==> config.mk <==
export PLATFORM = sky130hd
export DESIGN_NAME = fdiv_arbiter
export DESIGN_NICKNAME = d
export VERILOG_FILES = /design/src/rtl/fdiv_pkg.sv /design/src/rtl/fdiv_rr2.sv /design/src/rtl/fdiv_arbiter.sv
export SDC_FILE = /design/constraint.sdc
export NUM_CORES = 1
export LEC_CHECK = 0
export CAP_MARGIN = 20
export CORE_MARGIN = 5
export CORE_UTILIZATION = 43
export CTS_BUF_LIST = sky130_fd_sc_hd__clkbuf_4 sky130_fd_sc_hd__clkbuf_8 sky130_fd_sc_hd__clkbuf_16
export CTS_CLUSTER_DIAMETER = 40
export DETAILED_ROUTE_END_ITERATION = 8
export HOLD_SLACK_MARGIN = 0.06
export PLACE_DENSITY = 0.86
export SLEW_MARGIN = 5
export SYNTH_ARGS = -nofsm -noshare
export SYNTH_HDL_FRONTEND = slang
export SYNTH_SLANG_ARGS = --single-unit
==> constraint.sdc <==
create_clock -name clk -period 4.1 [get_ports clk]
set_input_delay 0.615 -clock clk [delete_from_list [all_inputs] [get_ports clk]]
set_output_delay 0.615 -clock clk [all_outputs]
set_load 0.05 [all_outputs]
==> src/rtl/fdiv_pkg.sv <==
`default_nettype none
// +--------------------------------------------------------------------------+
// | Module   : fdiv_pkg                                                       |
// | Purpose  : Shared types and defaults for the two-requester divider       |
// |            arbiter (FSM state encoding, requester id, operand width).    |
// | Revision : 1.0 - initial release                                         |
// +--------------------------------------------------------------------------+
package fdiv_pkg;

  // Default operand/result width (IEEE-754 single precision).
  localparam int unsigned FDIV_WIDTH = 32;

  // Requester identifier: 0 or 1.
  typedef logic req_id_t;

  typedef enum logic [1:0] {
    ST_IDLE  = 2'd0,
    ST_ISSUE = 2'd1,
    ST_WAIT  = 2'd2,
    ST_RESP  = 2'd3
  } state_e;

endpackage : fdiv_pkg
`default_nettype wire

==> src/rtl/fdiv_rr2.sv <==
`default_nettype none
// +--------------------------------------------------------------------------+
// | Module   : fdiv_rr2                                                       |
// | Purpose  : Two-way round-robin pick. A lone requester always wins; on a  |
// |            tie the requester that was not served last wins.              |
// | Ports    : valid_i[1:0]  request valid per requester                     |
// |            last_id_i     requester served most recently                  |
// |            grant_o[1:0]  one-hot grant (zero when nothing valid)         |
// |            gid_o         index of the granted requester                  |
// | Revision : 1.0 - initial release                                         |
// +--------------------------------------------------------------------------+
module fdiv_rr2
  import fdiv_pkg::*;
(
  input  logic [1:0] valid_i,
  input  req_id_t    last_id_i,
  output logic [1:0] grant_o,
  output req_id_t    gid_o
);

  always_comb begin
    gid_o   = 1'b0;
    grant_o = 2'b00;
    case (valid_i)
      2'b01:   gid_o = 1'b0;
      2'b10:   gid_o = 1'b1;
      2'b11:   gid_o = ~last_id_i;
      default: gid_o = 1'b0;
    endcase
    if (valid_i != 2'b00) begin
      grant_o = gid_o ? 2'b10 : 2'b01;
    end
  end

endmodule : fdiv_rr2
`default_nettype wire

==> src/rtl/fdiv_arbiter.sv <==
`default_nettype none
// +--------------------------------------------------------------------------+
// | Module   : fdiv_arbiter                                                   |
// | Purpose  : Shares one iterative FP divider between two requesters.       |
// |            Accepts one request at a time, drives the divider, waits for  |
// |            completion (or aborts after TIMEOUT cycles) and returns the   |
// |            quotient to the requester that issued it.                     |
// | Ports    : clk, rst (sync, active-low)                                   |
// |            req_valid_i/req_ready_o    request handshake per requester    |
// |            req{0,1}_{a,b}_i           dividend/divisor per requester     |
// |            rsp_valid_o/rsp_ready_i    response handshake per requester   |
// |            rsp_q_o, rsp_err_o         shared quotient, timeout flag      |
// |            div_a_o, div_b_o, div_start_o, div_enable_o  divider drive    |
// |            div_q_i, div_busy_i        divider result and status          |
// | Revision : 1.0 - initial release                                         |
// +--------------------------------------------------------------------------+
module fdiv_arbiter
  import fdiv_pkg::*;
#(
  parameter int unsigned WIDTH   = FDIV_WIDTH,
  parameter int unsigned TIMEOUT = 63
) (
  input  logic             clk,
  input  logic             rst,
  input  logic [1:0]       req_valid_i,
  output logic [1:0]       req_ready_o,
  input  logic [WIDTH-1:0] req0_a_i,
  input  logic [WIDTH-1:0] req0_b_i,
  input  logic [WIDTH-1:0] req1_a_i,
  input  logic [WIDTH-1:0] req1_b_i,
  output logic [1:0]       rsp_valid_o,
  input  logic [1:0]       rsp_ready_i,
  output logic [WIDTH-1:0] rsp_q_o,
  output logic             rsp_err_o,
  output logic [WIDTH-1:0] div_a_o,
  output logic [WIDTH-1:0] div_b_o,
  output logic             div_start_o,
  output logic             div_enable_o,
  input  logic [WIDTH-1:0] div_q_i,
  input  logic             div_busy_i
);

  localparam int unsigned           c_cnt_w   = (TIMEOUT > 0) ? $clog2(TIMEOUT + 1) : 1;
  localparam logic [c_cnt_w-1:0]    c_timeout = c_cnt_w'(TIMEOUT);

  state_e             state_q, state_d;
  req_id_t            id_q, id_d;
  req_id_t            last_id_q, last_id_d;
  logic [WIDTH-1:0]   a_q, a_d;
  logic [WIDTH-1:0]   b_q, b_d;
  logic [WIDTH-1:0]   res_q, res_d;
  logic               err_q, err_d;
  logic [c_cnt_w-1:0] cnt_q, cnt_d;

  logic [1:0]         w_grant;
  req_id_t            w_gid;
  logic [1:0]         w_req_ready;
  logic [1:0]         w_rsp_valid;
  logic               w_div_start;

  fdiv_rr2 u_rr2 (
    .valid_i   (req_valid_i),
    .last_id_i (last_id_q),
    .grant_o   (w_grant),
    .gid_o     (w_gid)
  );

  always_ff @(posedge clk) begin
    if (!rst) begin
      state_q   <= ST_IDLE;
      id_q      <= 1'b0;
      last_id_q <= 1'b1;  // requester 0 wins the first tie
      a_q       <= '0;
      b_q       <= '0;
      res_q     <= '0;
      err_q     <= 1'b0;
      cnt_q     <= '0;
    end else begin
      state_q   <= state_d;
      id_q      <= id_d;
      last_id_q <= last_id_d;
      a_q       <= a_d;
      b_q       <= b_d;
      res_q     <= res_d;
      err_q     <= err_d;
      cnt_q     <= cnt_d;
    end
  end

  always_comb begin
    state_d     = state_q;
    id_d        = id_q;
    last_id_d   = last_id_q;
    a_d         = a_q;
    b_d         = b_q;
    res_d       = res_q;
    err_d       = err_q;
    cnt_d       = cnt_q;
    w_req_ready = 2'b00;
    w_rsp_valid = 2'b00;
    w_div_start = 1'b0;

    case (state_q)
      ST_IDLE: begin
        if (req_valid_i != 2'b00) begin
          w_req_ready = w_grant;
          id_d        = w_gid;
          a_d         = w_gid ? req1_a_i : req0_a_i;
          b_d         = w_gid ? req1_b_i : req0_b_i;
          state_d     = ST_ISSUE;
        end
      end

      // Keep start asserted until the divider acknowledges by going busy.
      ST_ISSUE: begin
        w_div_start = 1'b1;
        if (div_busy_i) begin
          cnt_d   = '0;
          state_d = ST_WAIT;
        end
      end

      // Completion is tested before the timeout so a result that lands on
      // the last allowed cycle is still delivered.
      ST_WAIT: begin
        if (!div_busy_i) begin
          res_d   = div_q_i;
          err_d   = 1'b0;
          state_d = ST_RESP;
        end else if (cnt_q == c_timeout) begin
          res_d   = '0;
          err_d   = 1'b1;
          state_d = ST_RESP;
        end else begin
          cnt_d = cnt_q + 1'b1;
        end
      end

      // Only the owning requester's rsp_ready completes the response.
      ST_RESP: begin
        w_rsp_valid = id_q ? 2'b10 : 2'b01;
        if (rsp_ready_i[id_q]) begin
          last_id_d = id_q;
          state_d   = ST_IDLE;
        end
      end

      default: state_d = ST_IDLE;
    endcase
  end

  // Outputs are forced low combinationally while reset is held so they read
  // zero even before the first reset edge clears the registers.
  assign req_ready_o  = rst ? w_req_ready : 2'b00;
  assign rsp_valid_o  = rst ? w_rsp_valid : 2'b00;
  assign rsp_q_o      = rst ? res_q       : '0;
  assign rsp_err_o    = rst & err_q;
  assign div_a_o      = rst ? a_q         : '0;
  assign div_b_o      = rst ? b_q         : '0;
  assign div_start_o  = rst & w_div_start;
  assign div_enable_o = rst;

endmodule : fdiv_arbiter
`default_nettype wire

* Word level (Yosys, flattened, before mapping)
Cells that the tools add are included.
Operators by class: bitwise logic cells 3, magnitude comparators 1, reduce and logical (&&, ||, !) cells 8, equality and inequality tests 13, multiplexer cells 30, add/sub/neg operators 1
Operators with widths (count):
- 2-to-1 mux 32 bit | 7
- 2-to-1 mux 2 bit | 12
- 2-to-1 mux 6 bit | 3
- one-hot mux 6 bit (2 select lines) | 1
- != test 2 bit (second input constant) | 5
- equality test 2 bit (second input constant) | 4
- one-hot mux 2 bit (4 select lines) | 1
- AND reduction 4 bit | 2
- adder 6 x 1 -> 6 bit (second input constant) | 1
- equality test 6 bit (second input constant) | 1
- AND reduction 2 bit | 3
- 2-to-1 mux 1 bit | 5
- nonzero test 2 bit | 2
- != test 3 bit (second input constant) | 1
- bitwise AND 1 bit | 2
- equality test 2 x 1 -> 1 bit (second input constant) | 1
- logical NOT 2 bit | 1
- < comparator 1 x 2 -> 1 bit (second input constant) | 1
- != test 2 x 1 -> 1 bit (second input constant) | 1
- one-hot mux 1 bit (2 select lines) | 1
- NOT 1 bit | 1
Word-level totals: input bits 167, register bits after elaboration 107, logic and storage cells 64, output and inout bits 103

* Logic depth before layout (Yosys ltp)
Gate-level depths: netlist (run 1).
depth after elaboration 6, depth in mapped cells 7, depth with buffers taken out 6

* Cells and area by module
From an unflattened synthesis (run 1), not the netlist that was laid out.
Unflattened totals: cell total of the unflattened synthesis 549, area total of the unflattened synthesis 5013.6 sq um
Modules (own cells, without submodules):
- fdiv_arbiter | area an instance 4987.3 sq um, instances 1, sequential area each 2142.1 sq um, cells an instance 545
- fdiv_rr2 | area an instance 26.3 sq um, instances 1, sequential area each 0.0 sq um, cells an instance 4

* Worst setup path after synthesis (run 1)
OpenSTA, ideal clock, no wires.
kind input port to output port, start point input port rst, end point output port rsp_valid_o[0], cell stages on the path 5, setup slack 1404 ps, data required time 3485 ps, arrival 2081 ps, buffers on the path 3, cells stage by stage clkbuf_1 > clkbuf_1 > clkbuf_1 > nand2_1 > nor2_1
On the way: cells in the longest elaborated chain, start to end 1
Ends and longest elaborated chain:
- start: declaration | RTL line fdiv_arbiter.sv:24 | input logic rst,
- 2-to-1 mux 2 bit | RTL line fdiv_arbiter.sv:155 | assign rsp_valid_o = rst ? w_rsp_valid : 2'b00;
- end: declaration | RTL line fdiv_arbiter.sv:31 | output logic [1:0] rsp_valid_o,
No other way between the ends.

* Final worst setup path (run 1)
start point input port req_valid_i[0], end point output port req_ready_o[0]
On the way: cells in the longest elaborated chain, start to end 6, elaborated cells between the ends (all ways) 8, classes of those cells 2 x eq/ne; 5 x mux; 1 x reduce/logical
Ends and longest elaborated chain:
- start: declaration | RTL line fdiv_arbiter.sv:25 | input logic [1:0] req_valid_i,
- equality test 2 bit | RTL line fdiv_rr2.sv:24 | case (valid_i)
- one-hot mux 1 bit (2 select lines) | RTL line fdiv_rr2.sv:24
- 2-to-1 mux 2 bit | RTL line fdiv_rr2.sv:31 | grant_o = gid_o ? 2'b10 : 2'b01;
- 2-to-1 mux 2 bit * | RTL line fdiv_arbiter.sv:105 | if (req_valid_i != 2'b00) begin
- 2-to-1 mux 2 bit * | RTL line fdiv_arbiter.sv:103 | case (state_q)
- 2-to-1 mux 2 bit * | RTL line fdiv_arbiter.sv:154 | assign req_ready_o = rst ? w_req_ready : 2'b00;
- end: declaration | RTL line fdiv_arbiter.sv:26 | output logic [1:0] req_ready_o,
Mark *: on every way between the ends. The rest lies on a longest branch, timed or not.

==> results of run 1 <==
-- critical path: stages --
cell and delay, ps:
clkdlybuf4s50_1 570, o21ai_1 140, nor2_4 280, and2_4 300, clkdlybuf4s50_1 830
-- power groups by stage --
stage	logic, mW	clock network, mW	registers (mW)
final	1.82	0.906	1.43
after global routing	1.94	0.976	1.46
after CTS	1.82	0.934	1.43
after detailed placement	1.81	0	1.45
after global placement	1.77	0	1.44
after floorplan	1.21	0	1.41
-- state kept, by name, indices dropped and copies added, names as in the netlist --
| name | count |
|---|---|
| cnt_q | 6 |
| a_q | 32 |
| last_id_q | 1 |
| state_q | 2 |
| id_q | 1 |
| err_q | 1 |
| b_q | 32 |
| res_q | 32 |
-- stage by stage --
stage | hold WS (ps) | power, mW | instance area, sq um | setup slack [ps] | util [%]
floorplan | 464.2 | 2.620 | 5050 | 1404 | -
global placement | 472.4 | 3.212 | 7797 | 798.8 | 68.00
detailed placement | 478.0 | 3.262 | 7797 | 762.7 | 68.00
CTS | 494.0 | 4.188 | 8122 | 757.9 | 70.82
global route | 505.9 | 4.375 | 8164 | 643.3 | 71.19
finish | 488.2 | 4.159 | 8164 | 738.9 | 71.19
-- final timing paths --
path,from,to,slack (ps)
worst max-delay path,req_valid_i[0],req_ready_o[0],740
worst min-delay path,b_q[24]$_SDFFE_PN0P_,b_q[24]$_SDFFE_PN0P_,490
worst max register to register,state_q[0]$_SDFFE_PN0P_,b_q[31]$_SDFFE_PN0P_,1980
worst min register to register,b_q[24]$_SDFFE_PN0P_,b_q[24]$_SDFFE_PN0P_,490
-- metal layers --
layer  share of wire (%)  vias up  global-route usage (%)  routed length (microns)
li1                    -     2349                       -                        -
met1                  39     2297                   24.78                     6342
met2                  53      156                   39.94                     8756
met3                 5.1       34                   5.205                      844
met4                 3.0        0                   7.654                      500
met5                   0        -                       0                        0
-- final cells by class --
cell class	instances	area, sq um
clock buffers	13	280.3
clock inverters	3	43.79
fillers	847	3303
inverters	5	18.77
multi-input cells	365	2693
flip-flops and latches	107	2142
well taps	143	178.9
repair buffers	278	2808
-- cell families (layout without fill, tap and decap cells) --
group           Yosys count  in the layout
simple gates            195            195
flops                   107            107
buf+inv                  53            299
compound gates          119            119
fa+ha+maj                 6              6
mux                      45             45
-- cell usage in the layout, fill, tap and decap left out, types with 2 or more instances in the layout --
cell type        Yosys  routed
buf_4                6       7
a222oi_1            10      10
a221o_1             12      12
and2_1             111     111
a22o_1              32      32
clkdlybuf4s50_1      0     267
ha_1                 6       6
mux2i_1             45      45
buf_12               0       2
o211a_1             44      44
clkbuf_8             0       4
nand2_1             51      51
o21ai_1              9       9
nand3_1              8       8
nor2b_1             10       9
a21oi_1              6       6
nor2_1               3       3
and3_1               4       4
dfxtp_1            107     107
clkbuf_16            0       9
or3_1                4       4
inv_1                5       5
==> impl_table.tex, run 1 <==
\begin{tabular}{lr}
\hline
Metric & Value \\
\hline
\multicolumn{2}{l}{\textbf{Status}} \\
Run status & finished, violations left \\
Violations in the final reports & design-rule violations \\
\multicolumn{2}{l}{\textbf{Logic synthesis}} \\
Syn Area/Cell & approximately 9.6 sq um \\
Share of async-settable or async-resettable flops after synthesis & 0\% \\
Ys Warns & 0 \\
Cell taking the most area after synthesis & dfxtp\_1 \\
Sequential element share of the synthesized area & roughly 42\% \\
Cells after synthesis & between 500 and 600 \\
Number of library cell types mapped by synthesis & 32 \\
XOR/XNOR share of the synthesized area & 0\% \\
Proportion of synthesized area in mux cells & about 9\% \\
Commonest register cell after synthesis & dfxtp\_1 \\
Count of flip-flops with a built-in enable after synthesis & 0 \\
Adder-Cell Fraction of Synth Area & 1.487\% \\
Main combinational cell family by area after synthesis & simple AND/OR/NAND/NOR gates \\
Simple logic cell fraction of the synthesized area & between 20 and 25\% \\
Cell types with the highest counts after synthesis & 111 x and2\_1, 107 x dfxtp\_1, 51 x nand2\_1 \\
Synthesized Nets & roughly 700 \\
Number of synthesized register bits & between 100 and 150 \\
Fraction of the mapped netlist area in compound gates & 21.11\% \\
Share of the synthesized area in the top cell type & roughly 42\% \\
Most common cell in the synthesized netlist & and2\_1 \\
Post-synthesis instance area & between 0.005 and 0.006 sq mm \\
Leading cell types by total area after synthesis & dfxtp\_1 42\%, and2\_1 14\%, mux2i\_1 8.9\%, o211a\_1 8.7\%, a22o\_1 5.6\% \\
\multicolumn{2}{l}{\textbf{Critical path}} \\
Worst setup path class & in2out \\
Critical path data arrival time & between 2000 and 3000 ps \\
Required time of the critical path & roughly 3500 ps \\
Worst-case reg-to-reg path depth & 6 \\
Endpoint type of the worst setup path & output port \\
Startpoint Class & input pin \\
Critical path peak fanout & 13 \\
\multicolumn{2}{l}{\textbf{Floorplanning}} \\
I/O pin total & 270 \\
Die Wd & around 120 microns \\
Initial cell density of the core & 44.04\% \\
Die area & approximately 0.014 sq mm \\
Die height & around 120 microns \\
Area of the core & between 0.01 and 0.015 sq mm \\
Row Count & 39 \\
\multicolumn{2}{l}{\textbf{Routing}} \\
Number of vias per cell & $\sim$5.3 \\
Antenna violation net count after detailed routing & 0 \\
Total vias in the final route & around 4800 \\
Detailed Route Iter0 Violations & 288 \\
Count of TritonRoute iterations in the first routing pass & 9 \\
Wire length per cell after detailed routing & about 18 microns \\
Final routed DRC violation total & 1 \\
Post-detailed-routing wire length & about 16 mm \\
\multicolumn{2}{l}{\textbf{CTS}} \\
Root buffer cell & clkbuf\_16 \\
Resize count post-CTS & 0 \\
H-tree depth & 3 \\
Worst-skew pair later-pin latency & about 340 ps \\
Hold-fix buffers at CTS & 0 \\
Count of clock tree sinks & between 100 and 150 \\
Post-CTS Setup Repair Bufs & 0 \\
Number of buffers inserted during clock tree synthesis & 9 \\
Clock slew seen by the registers of the worst setup and hold paths & roughly 70 ps \\
CTS tree & built \\
CTS Buffer Depth & 2 \\
\multicolumn{2}{l}{\textbf{Placement}} \\
Placed instance count & 896 \\
Post-detail-place hpwl & about 12 mm \\
Number of I/O port buffers & $\sim$270 \\
Last weighted congestion value of the routability-driven placer & slightly above 0.8 \\
\multicolumn{2}{l}{\textbf{Timing}} \\
Total Neg Setup Slack & 0 ps \\
Worst slew margin relative to its limit & 49.93\% \\
Setup Skew & between 5 and 6 ps \\
Peak Freq & 0.2975 GHz \\
Number of pins exceeding their max-slew limit in the final report & 0 \\
Final number of hold-violating endpoints & 0 \\
Slew at the pin with the worst max-slew slack & around 750 ps \\
Crit share post-route & about four fifths \\
Final Critical Period & approximately 3400 ps \\
Number of setup violations in the final report & 0 \\
RSZ-0062 raised after global routing & false \\
\multicolumn{2}{l}{\textbf{Power and ir drop}} \\
Switching power & $\sim$1.6 mW \\
Switching part of the total power & between 30\% and 40\% \\
Worst-case vdd ir drop & 0.3516 mV \\
Share of total power in the clock network & a little over a fifth \\
Power share of the sequential group & 34.5\% \\
Pwr Density & between 500 and 600 mW/mm\^{}2 \\
Internal power & around 2.6 mW \\
Leakage & about 3.5 nW \\
Combinational Power Share & 43.7\% \\
\multicolumn{2}{l}{\textbf{Final layout}} \\
Area added between synthesis and finish & 61.67\% \\
Post-Layout Cell Count & a little over 900 \\
Fraction of layout cells with a size suffix above 1 & under 10\% \\
Inserted Diodes & 0 \\
Final-stage net count & 939 \\
\multicolumn{2}{l}{\textbf{GRT}} \\
Overall track demand over capacity in global routing & 21.86\% \\
Initial antenna violation count & 0 \\
Vias in the first global route & about 4800 \\
Wire length of the first global-routing pass & 25.19 mm \\
Remaining Overflow, GRT & 0 \\
Pin count of the biggest net entering global routing & just over 80 \\
\multicolumn{2}{l}{\textbf{Hold path}} \\
Worst Hold Depth & 1 \\
Path type of the worst min-delay path & reg2reg \\
\multicolumn{2}{l}{\textbf{Run}} \\
Count of maximum capacitance violations & 0 \\
\hline
\end{tabular}
Note: power is estimated with default switching activity, not from simulation.
==> inputs of run 2 (changes only) <==
--- a/config.mk
+++ b/config.mk
@@ -7,12 +7,12 @@
 export LEC_CHECK = 0
 export CAP_MARGIN = 20
 export CORE_MARGIN = 5
-export CORE_UTILIZATION = 43
+export CORE_UTILIZATION = 40
 export CTS_BUF_LIST = sky130_fd_sc_hd__clkbuf_4 sky130_fd_sc_hd__clkbuf_8 sky130_fd_sc_hd__clkbuf_16
 export CTS_CLUSTER_DIAMETER = 40
 export DETAILED_ROUTE_END_ITERATION = 8
 export HOLD_SLACK_MARGIN = 0.06
-export PLACE_DENSITY = 0.86
+export PLACE_DENSITY = 0.81
 export SLEW_MARGIN = 5
 export SYNTH_ARGS = -nofsm -noshare
 export SYNTH_HDL_FRONTEND = slang
==> constraint.sdc (replaced) <==
create_clock -name clk -period 3.1 [get_ports clk]
set_input_delay 0.465 -clock clk [delete_from_list [all_inputs] [get_ports clk]]
set_output_delay 0.465 -clock clk [all_outputs]
set_load 0.05 [all_outputs]
==> run 2 against run 1 <==
The flow now finishes without violations. Sequential power grew 32%. Register-to-register slack lost 960 ps. Final cell count grew 3.3%. Design area up 0.61%. Hold slack better by 2.0 ps. Core utilization down 5.6 points. Count of clock-buffer cells in the layout is 2 lower. Power up 30%.
==> impl_table.tex, run 2 (same netlist as run 1, synthesis figures left out) <==
\begin{tabular}{lr}
\hline
Metric & Value \\
\hline
\multicolumn{2}{l}{\textbf{CTS}} \\
Clock slew seen by the registers of the worst setup and hold paths & 70 ps (about the same) \\
H-tree depth & 3 (unchanged) \\
Post-CTS Setup Repair Bufs & 0 (unchanged) \\
CTS Buffer Depth & 2 (unchanged) \\
Resize count post-CTS & 0 (unchanged) \\
Count of clock tree sinks & 107 (unchanged) \\
Hold-fix buffers at CTS & 0 (unchanged) \\
CTS tree & built \\
Worst-skew pair later-pin latency & 360 ps (+20 ps) \\
Root buffer cell & clkbuf\_16 \\
Number of buffers inserted during clock tree synthesis & 9 (unchanged) \\
\multicolumn{2}{l}{\textbf{Floorplanning}} \\
Initial cell density of the core & 40.34\% (-3.7 points) \\
Die area & 0.01497 sq mm (+6.9\%) \\
I/O pin total & 270 (unchanged) \\
Die height & 122.4 microns (+3.4\%) \\
Die Wd & 122.4 microns (+3.4\%) \\
Row Count & 41 (+5.1\%) \\
Area of the core & 0.01252 sq mm (+9.2\%) \\
\multicolumn{2}{l}{\textbf{Critical path}} \\
Required time of the critical path & 2630 ps (-850 ps) \\
Critical path peak fanout & 23 (+10) \\
Critical path data arrival time & 2350 ps (-400 ps) \\
Endpoint type of the worst setup path & output port \\
Worst-case reg-to-reg path depth & 6 (unchanged) \\
Worst setup path class & in2out \\
Startpoint Class & input pin \\
\multicolumn{2}{l}{\textbf{Placement}} \\
Placement-stage cell area & 0.007880 sq mm (+1.1\%) \\
Post-detail-place hpwl & 12.76 mm (+2.4\%) \\
Number of I/O port buffers & 269 (unchanged) \\
Place WS & 305.0 ps (-457.7 ps) \\
Last weighted congestion value of the routability-driven placer & 0.8682 (+5.6\%) \\
Placed instance count & 926 (+3.3\%) \\
\multicolumn{2}{l}{\textbf{Routing}} \\
Detailed Route Iter0 Violations & 288 (unchanged) \\
Number of vias per cell & 5.181 (-2.1\%) \\
Antenna violation net count after detailed routing & 0 (unchanged) \\
Total vias in the final route & 4891 (+1.1\%) \\
Count of TritonRoute iterations in the first routing pass & 5 (-4) \\
Final routed DRC violation total & 0 (-1) \\
Post-detailed-routing wire length & 16.70 mm (+1.6\%) \\
Wire length per cell after detailed routing & 17.69 microns (-1.7\%) \\
\multicolumn{2}{l}{\textbf{GRT}} \\
Pin count of the biggest net entering global routing & 87 (+4.8\%) \\
Vias in the first global route & 5012 (+4.0\%) \\
Overall track demand over capacity in global routing & 21.46\% (-0.40 points) \\
Wire length of the first global-routing pass & 25.39 mm (+0.82\%) \\
Remaining Overflow, GRT & 0 (unchanged) \\
Initial antenna violation count & 0 (unchanged) \\
\multicolumn{2}{l}{\textbf{Timing}} \\
Total Neg Setup Slack & 0 ps (unchanged) \\
Final worst setup slack & 289.6 ps (-449.3 ps) \\
Final number of hold-violating endpoints & 0 (unchanged) \\
Worst hold margin & 490.2 ps (+2.006 ps) \\
Worst slew margin relative to its limit & 39.81\% (-10 points) \\
Number of pins exceeding their max-slew limit in the final report & 0 (unchanged) \\
Final Critical Period & approximately 2800 ps \\
Slew at the pin with the worst max-slew slack & 902.8 ps (+151.7 ps) \\
RSZ-0062 raised after global routing & false \\
Setup Skew & 15.11 ps (+9.285 ps) \\
Crit share post-route & 90.66\% \\
Number of setup violations in the final report & 0 (unchanged) \\
Peak Freq & between 0.3 and 0.4 GHz \\
\multicolumn{2}{l}{\textbf{Power and ir drop}} \\
Final total power & 5.419 mW (+30\%) \\
Pwr Density & 659.8 mW/mm\^{}2 (+29\%) \\
Worst-case vdd ir drop & 0.3456 mV (-1.7\%) \\
Leakage & 3.545 nW (about the same) \\
\multicolumn{2}{l}{\textbf{Hold path}} \\
Worst Hold Depth & 1 (unchanged) \\
Path type of the worst min-delay path & reg2reg \\
\multicolumn{2}{l}{\textbf{Final layout}} \\
Inserted Diodes & 0 (unchanged) \\
Post-Layout Cell Count & 944 (+3.3\%) \\
Final-stage net count & 940 (+0.11\%) \\
Most common cell after layout, fill and taps aside & clkdlybuf4s50\_1 \\
Fraction of layout cells with a size suffix above 1 & 4.534\% (+0.38 points) \\
Design area & 0.008214 sq mm (+0.61\%) \\
Area added between synthesis and finish & 62.66\% \\
Highest-count cells in the layout ignoring fill and taps & 266 x clkdlybuf4s50\_1, 111 x and2\_1, 107 x dfxtp\_1, 51 x nand2\_1, 45 x mux2i\_1 \\
Regs by FF count & a\_q (32), b\_q (32), res\_q (32) \\
End-of-flow core utilization & 65.62\% (-5.6 points) \\
\multicolumn{2}{l}{\textbf{Run}} \\
Count of maximum capacitance violations & 0 (unchanged) \\
\multicolumn{2}{l}{\textbf{Status}} \\
Run status & finished, final reports clean \\
\hline
\end{tabular}
-- run 2: worst max-delay path: stages --
cell	delay (ps)
clkdlybuf4s50_1	500
o21ai_2	740
nor2_4	150
and2_4	280
buf_4	200
-- run 2: area by class of cell --
| cell class | count | area, sq um |
|---|---|---|
| fillers | 1046 | 4303 |
| repair buffers | 279 | 2850 |
| clock inverters | 5 | 45.04 |
| well taps | 172 | 215.2 |
| multi-input cells | 365 | 2696 |
| clock buffers | 11 | 246.5 |
| flip-flops and latches | 107 | 2142 |
| inverters | 5 | 18.77 |
-- run 2: final timing paths --
| path | from | endpoint | slack (ps) |
|---|---|---|---|
| max | req_valid_i[0] | req_ready_o[0] | 290 |
| min | b_q[14]$_SDFFE_PN0P_ | b_q[14]$_SDFFE_PN0P_ | 490 |
| max reg2reg | state_q[0]$_SDFFE_PN0P_ | a_q[22]$_SDFFE_PN0P_ | 1020 |
| min reg2reg | b_q[14]$_SDFFE_PN0P_ | b_q[14]$_SDFFE_PN0P_ | 490 |
-- run 2: where the power goes --
part	switching, mW	leakage (nW)	total, mW	internal, mW
registers	0.157	0.879	1.89	1.73
logic	1.41	2.52	2.41	1.00
clock network	0.536	0.142	1.12	0.588
-- run 2: per-layer routing --
| metal | vias up | global-route usage [%] | wire, microns |
|---|---|---|---|
| li1 | 2351 | - | - |
| met1 | 2328 | 24.84 | 6347 |
| met2 | 172 | 37.41 | 8859 |
| met3 | 40 | 4.516 | 905 |
| met4 | 0 | 10.78 | 588 |
| met5 | - | 0 | 0 |
